[src/rtl/ps2_key_dev_tx.sv]
// ps2_key_dev_tx
//   Turns hps_io ps2_key toggle events into a device-side PS/2 keyboard stream
//   (Set-2 make/break sequences), clocked and framed like a real keyboard.
//   Host inhibit (clock held low) aborts the current frame; the byte is resent whole.
// Ports
//   clk_sys       core clock, rising edge
//   reset_n       async active-low reset
//   ps2_key[10:0] [10] toggle strobe, [9] pressed, [8] extended, [7:0] scancode
//   ps2_clk_in    sensed PS/2 clock line (0 = host inhibit)
//   ps2_data_in   sensed PS/2 data line (0 with clock high = host request-to-send)
//   ps2_clk_out   device clock drive, 1 = released
//   ps2_data_out  device data drive, 1 = released
//   busy          frame in progress or bytes queued
//   overflow      one-cycle pulse when an event is dropped
module ps2_key_dev_tx #(
  parameter int CLK_DIV = 1000,
  parameter int HOLDOFF = 2000,
  parameter int FIFO_AW = 3
) (
  input  logic        clk_sys,
  input  logic        reset_n,
  input  logic [10:0] ps2_key,
  input  logic        ps2_clk_in,
  input  logic        ps2_data_in,
  output logic        ps2_clk_out,
  output logic        ps2_data_out,
  output logic        busy,
  output logic        overflow
);
  localparam int DEPTH = 1 << FIFO_AW;
  localparam int DW    = $clog2(CLK_DIV + 1);
  localparam int HW    = $clog2(HOLDOFF + 1);

  typedef enum logic [2:0] {S_IDLE, S_HIGH, S_LOW, S_GAP, S_ABORT} state_t;

  // Byte sequence for one key event; bytes[7:0] goes out first.
  typedef struct packed {
    logic [1:0]  len;
    logic [23:0] bytes;
  } ev_seq_t;

  function automatic ev_seq_t mk_seq(input logic ext, input logic prs, input logic [7:0] code);
    ev_seq_t s;
    case ({ext, prs})
      2'b10:   begin s.len = 2'd3; s.bytes = {code, 8'hF0, 8'hE0};  end
      2'b11:   begin s.len = 2'd2; s.bytes = {8'h00, code, 8'hE0}; end
      2'b00:   begin s.len = 2'd2; s.bytes = {8'h00, code, 8'hF0}; end
      default: begin s.len = 2'd1; s.bytes = {16'h0000, code};     end
    endcase
    return s;
  endfunction

  // ---------------- event capture / FIFO push ----------------
  logic              init_q, prev_q;
  logic [23:0]       push_b_q, push_b_d;
  logic [1:0]        push_n_q, push_n_d;
  ev_seq_t           pend_q, pend_d;
  logic              pend_vld_q, pend_vld_d;
  logic              ovf_q, ovf_d;
  logic              evt, evt_taken, cand_vld, wr_en;
  ev_seq_t           evt_seq, cand;

  logic [7:0]        mem_q [DEPTH];
  logic [FIFO_AW:0]  wr_ptr_q, rd_ptr_q, count;
  logic [FIFO_AW+1:0] free_slots;
  logic              empty, pop;
  logic [7:0]        head;

  assign count = wr_ptr_q - rd_ptr_q;
  assign empty = (count == '0);
  assign head  = mem_q[rd_ptr_q[FIFO_AW-1:0]];
  assign wr_en = (push_n_q != 2'd0);
  // Slots left once this cycle's write lands; a pop this cycle is ignored (conservative).
  assign free_slots = (FIFO_AW+2)'(DEPTH) - {1'b0, count} - {{(FIFO_AW+1){1'b0}}, wr_en};

  always_comb begin
    evt       = init_q && (ps2_key[10] != prev_q);
    evt_seq   = mk_seq(ps2_key[8], ps2_key[9], ps2_key[7:0]);
    push_b_d  = push_b_q;
    push_n_d  = push_n_q;
    pend_d    = pend_q;
    pend_vld_d = pend_vld_q;
    ovf_d     = 1'b0;
    evt_taken = 1'b0;
    cand      = evt_seq;
    cand_vld  = 1'b0;
    if (wr_en) begin
      push_b_d = {8'h00, push_b_q[23:8]};
      push_n_d = push_n_q - 2'd1;
    end
    // Pusher free after this cycle: start the oldest waiting event.
    if (push_n_q <= 2'd1) begin
      if (pend_vld_q) begin
        cand = pend_q; cand_vld = 1'b1; pend_vld_d = 1'b0;
      end else if (evt) begin
        cand = evt_seq; cand_vld = 1'b1; evt_taken = 1'b1;
      end
    end
    // Events are atomic: all bytes fit or the whole event is dropped.
    if (cand_vld) begin
      if (free_slots >= (FIFO_AW+2)'(cand.len)) begin
        push_b_d = cand.bytes;
        push_n_d = cand.len;
      end else begin
        ovf_d = 1'b1;
      end
    end
    if (evt && !evt_taken) begin
      if (pend_vld_d) ovf_d = 1'b1;
      else begin
        pend_d     = evt_seq;
        pend_vld_d = 1'b1;
      end
    end
  end

  // ---------------- transmit FSM ----------------
  state_t        state_q, state_d;
  logic [DW-1:0] div_q, div_d;
  logic [3:0]    bit_q, bit_d;
  logic [HW-1:0] hold_q, hold_d;
  logic [10:0]   frame_q, frame_d;
  logic          div_last;

  assign div_last = (div_q == DW'(CLK_DIV - 1));

  always_comb begin
    state_d = state_q;
    div_d   = div_q;
    bit_d   = bit_q;
    hold_d  = '0;
    frame_d = frame_q;
    pop     = 1'b0;
    case (state_q)
      S_IDLE: begin
        if (ps2_clk_in && ps2_data_in)
          hold_d = (hold_q == HW'(HOLDOFF)) ? hold_q : hold_q + HW'(1);
        if (!empty && hold_q == HW'(HOLDOFF)) begin
          state_d = S_HIGH;
          div_d   = '0;
          bit_d   = 4'd0;
          frame_d = {1'b1, ~^head, head, 1'b0};
          hold_d  = '0;
        end
      end
      S_HIGH: begin
        if (div_last) begin
          div_d   = '0;
          state_d = ps2_clk_in ? S_LOW : S_ABORT;
        end else div_d = div_q + DW'(1);
      end
      S_LOW: begin
        if (div_last) begin
          div_d = '0;
          if (bit_q == 4'd10) begin
            pop     = 1'b1;
            state_d = S_GAP;
          end else begin
            bit_d   = bit_q + 4'd1;
            state_d = S_HIGH;
          end
        end else div_d = div_q + DW'(1);
      end
      S_GAP: begin
        if (div_last) begin
          div_d   = '0;
          state_d = S_IDLE;
        end else div_d = div_q + DW'(1);
      end
      S_ABORT: begin
        div_d   = '0;
        state_d = S_IDLE;
      end
      default: state_d = S_IDLE;
    endcase
  end

  // Outputs decode straight from state so reset releases the lines asynchronously.
  assign ps2_clk_out  = (state_q != S_LOW);
  assign ps2_data_out = (state_q == S_HIGH || state_q == S_LOW) ? frame_q[bit_q] : 1'b1;
  assign busy         = (state_q != S_IDLE) || !empty;
  assign overflow     = ovf_q;

  always_ff @(posedge clk_sys or negedge reset_n) begin
    if (!reset_n) begin
      init_q     <= 1'b0;
      prev_q     <= 1'b0;
      push_b_q   <= '0;
      push_n_q   <= '0;
      pend_q     <= '0;
      pend_vld_q <= 1'b0;
      ovf_q      <= 1'b0;
      wr_ptr_q   <= '0;
      rd_ptr_q   <= '0;
      state_q    <= S_IDLE;
      div_q      <= '0;
      bit_q      <= '0;
      hold_q     <= '0;
      frame_q    <= '1;
    end else begin
      init_q     <= 1'b1;
      prev_q     <= ps2_key[10];
      push_b_q   <= push_b_d;
      push_n_q   <= push_n_d;
      pend_q     <= pend_d;
      pend_vld_q <= pend_vld_d;
      ovf_q      <= ovf_d;
      if (wr_en) wr_ptr_q <= wr_ptr_q + 1'b1;
      if (pop)   rd_ptr_q <= rd_ptr_q + 1'b1;
      state_q    <= state_d;
      div_q      <= div_d;
      bit_q      <= bit_d;
      hold_q     <= hold_d;
      frame_q    <= frame_d;
    end
  end

  always_ff @(posedge clk_sys) begin
    if (wr_en) mem_q[wr_ptr_q[FIFO_AW-1:0]] <= push_b_q[7:0];
  end

endmodule

[config.mk]
export PLATFORM = sky130hd
export DESIGN_NAME = ps2_key_dev_tx
export DESIGN_NICKNAME = d
export VERILOG_FILES = /design/src/rtl/ps2_key_dev_tx.sv
export SDC_FILE = /design/constraint.sdc
export NUM_CORES = 1
export LEC_CHECK = 0
export BUFFER_PORTS_ARGS = -buffer_cell sky130_fd_sc_hd__buf_2
export CAP_MARGIN = 20
export CORE_UTILIZATION = 50
export DETAILED_ROUTE_END_ITERATION = 6
export PLACE_DENSITY = 0.66
export SLEW_MARGIN = 20
export SYNTH_ARGS = -nofsm -noshare
export SYNTH_HDL_FRONTEND = slang
export SYNTH_SLANG_ARGS = --single-unit
[constraint.sdc]
create_clock -name clk_sys -period 7.3 [get_ports clk_sys]
set_input_delay 1.46 -clock clk_sys [delete_from_list [all_inputs] [get_ports clk_sys]]
set_output_delay 1.46 -clock clk_sys [all_outputs]
set_load 0.005 [all_outputs]
==> impl_metrics.yaml <==
logic_synthesis:
  syn_area_per_cell_um2: 11.90
  ys_seq_elements: 166
  synth_nets: 689
  synthTopCellsByCount: "94 x nand2_1, 92 x dfrtp_1, 64 x edfxtp_1, 53 x o21ai_0, 49 x mux2i_1"
  synth_most_common_cell: "nand2_1"
  yosysWarningCount: 0
  syn_area_um2: 7757
  yosysTopAreaCellShare: 0.2968
  async_flop_share: 0.6145
  synth_cells: 652
  synth.distinct_cells: 49
  yosys-top-cells-area: "dfrtp_1 30%, edfxtp_1 25%, mux2i_1 6.3%"
  synth_edf_count: 64
  ys.flop_type: "dfrtp_1"
  yosys.area.top_type: "dfrtp_1"
  ys_seq_area_frac: 0.5784
timing:
  relSlewSlack: 0.3799
  finalSetupViolCount: 0
  rsz0062_at_grt: "false"
  finalHoldViolations: 0
  slew_violations: 0
  finalCritPeriodShare: 0.6016
  layout_min_cycle_time_ps: 4392
  clock.fmax_mhz: 227.7
  skew_ps: 10.98
  worstMarginPinSlew_ps: 926.7
  setup_tns_ps: 0
detailed_routing:
  drt_wl_total_um: 13820
  drt_first_pass_iters: 7
  drtIter0Drc: 344
  antenna_left: 0
  wl_per_cell_um: 15.91
  drc: 0
  vias_per_cell: 5.473
  vias: 4756
power_and_ir_drop:
  p_sw_uw: 881.0
  internal_power_mw: 2.014
  p_sw_frac: 0.3043
  pwr-share-clk: 0.310
  ir_drop_mv: 0.1811
  p_leak_nw: 3.654
  power_frac_seq: 0.479
  power_frac_comb: 0.211
  power_density_nw_per_um2: 335.8
worst_setup_path:
  path_cells: "inv_1, ha_1, nor2b_1, o21ai_1, a21o_1, and2_1, inv_1, ha_1, and3_1, nand2_1, buf_2"
  cp.buffers_inverters: 3
  critPathTopFamily: "flip-flops"
  end_kind: "primary output"
  critPathSlowestCell: "dfrtp_1"
  cp-startpoint: "rd_ptr_q[1]"
  slowest_delay_ps: 880
  worst-r2r-cell-count: 13
  crit_required_ps: 5840
  critPathMaxFanout: 20
  worstSetupStartpointType: "register"
  critPathKind: "register to primary output"
  ff2ff_setup_slack_ps: 3380
  cp.arrival_ps: 2930
  r2r-end: "bit_q[0]"
  reg2reg_from: "rd_ptr_q[1]"
clocking:
  cts.htree.levels: 4
  clk_path_buf_depth: 2
  cts_tree: "yes"
  clk_pin_slew_ps: 60
  cts_root_buf: "clkbuf_16"
  clkLatencyLatePin_ps: 430
  cts.repair.resized: 0
  holdBufCountCts: 0
  clock-sinks: 166
  postCtsSetupRepairBufs: 0
  cts_buffers: 17
worst_hold_path:
  min_from: "frame_q[1]"
  hp-class: "register to register"
  hold_depth: 2
  min_to: "frame_q[1]"
final_layout:
  drive_gt1_frac: 0.1366
  seq_area_um2: 4487
  multi_input_area_um2: 3070
  finalNetCount: 705
  stdcell_area_um2: 8620
  fillers: 1225
  diodes: 0
  synthToLayoutAreaGrowth_pct: 11.11
flow_run:
  cap_violations: 0
place:
  dpl_cell_area_um2: 8025
  dpl.hpwl_um: 9230
  portBuffers: 18
  gp_congestion: 0.7316
grt:
  grt_max_degree: 72
  grt_usage: 0.1918
  antenna_found_initial: 0
  overflow: 0
  grt_pass1_vias: 4794
  grt_pass1_wl_um: 23680
run_status:
  run_status: "finished clean"
floorplan:
  die_h_um: 126.6
  ios: 19
  coreArea_um2: 15150
  dieWidth_um: 126.6
  rows: 45
  start_util: 0.5122
  dieArea_um2: 16020
routing by layer:
layer	wire (µm)	track usage	share of wire
met5	0	0	0
met3	436	0.04133	0.032
met2	6767	0.3195	0.49
met1	6436	0.2491	0.47
met4	182	0.06804	0.013
cell type report:
cell class,count,area share
Clock inverter,13,0.01698
Inverter,17,0.009000
Clock buffer,19,0.05139
Timing Repair Buffer,27,0.01858
Multi-Input combinational cell,439,0.3562
Tap cell,188,0.02729
Sequential cell,166,0.5205
tightest hold or removal path, cell delays in order, from the launching register on:
cell and delay [ps]:
dfstp_2 370, nand2_1 40, o21ai_1 50
per-stage QoR:
stage | hold slack [ps] | utilization | std cells | total power [mW] | setup WS, ps
6_report | 470.5 | 0.5691 | 869 | 2.895 | 2909
2_1_floorplan | 442.5 | - | 652 | 1.827 | 3703
3_3_place_gp | 450.6 | 0.5299 | 837 | 1.980 | 3359
3_5_place_dp | 456.4 | 0.5299 | 837 | 2.020 | 3280
4_1_cts | 468.6 | 0.5688 | 869 | 2.920 | 2879
5_1_grt | 476.8 | 0.5691 | 869 | 3.062 | 2662
worst max path at each step:
stage	to	slack, ps	cells after the start
global route	busy	2660	11
finish	busy	2910	11
CTS	busy	2880	11
detailed placement	push_b_q[8]	3280	12
global placement	push_b_q[0]	3360	12
floorplan	push_b_q[10]	3700	12
sequential cells by signal (all words and copies together) (netlist names), 3 cells and up:
signal / cells
rd_ptr_q: 4
hold_q: 11
push_b_q: 24
frame_q: 10
div_q: 10
mem_q: 64
wr_ptr_q: 4
state_q: 3
bit_q: 4
pend_q: 26
kinds of logic after synthesis:
group	share of synthesized area
other	0.0004834
AO/OA/AOI/OAI	0.06887
XOR/XNOR	0.03710
multiplexers	0.1250
AND/OR/NAND/NOR	0.1255
flip-flops	0.5784
buffers and inverters	0.02823
adder cells (fa/ha/maj)	0.03645
power by group through the flow:
stage	registers, mW	clock network, mW	logic [mW]
after floorplan	1.35	0	0.480
after global placement	1.38	0	0.596
after detailed placement	1.40	0	0.618
after CTS	1.38	0.915	0.621
after global routing	1.41	0.951	0.697
final	1.39	0.898	0.612
cell usage in the layout, fill, tap and decap left out, types with 7 or more instances in the layout:
cell / instances
inv_1: 16
buf_2: 17
a21oi_1: 26
xor2_1: 16
edfxtp_1: 64
nor3_1: 8
buf_4: 10
dfstp_2: 10
nor2_1: 45
nand4_1: 7
dfrtp_1: 92
o21ai_0: 53
nand2_1: 94
mux4_2: 14
mux2i_1: 49
ha_1: 21
o21ai_1: 14
nand3_1: 15
clkbuf_16: 17
xnor2_1: 15
Power figures use the tool's default switching activity.
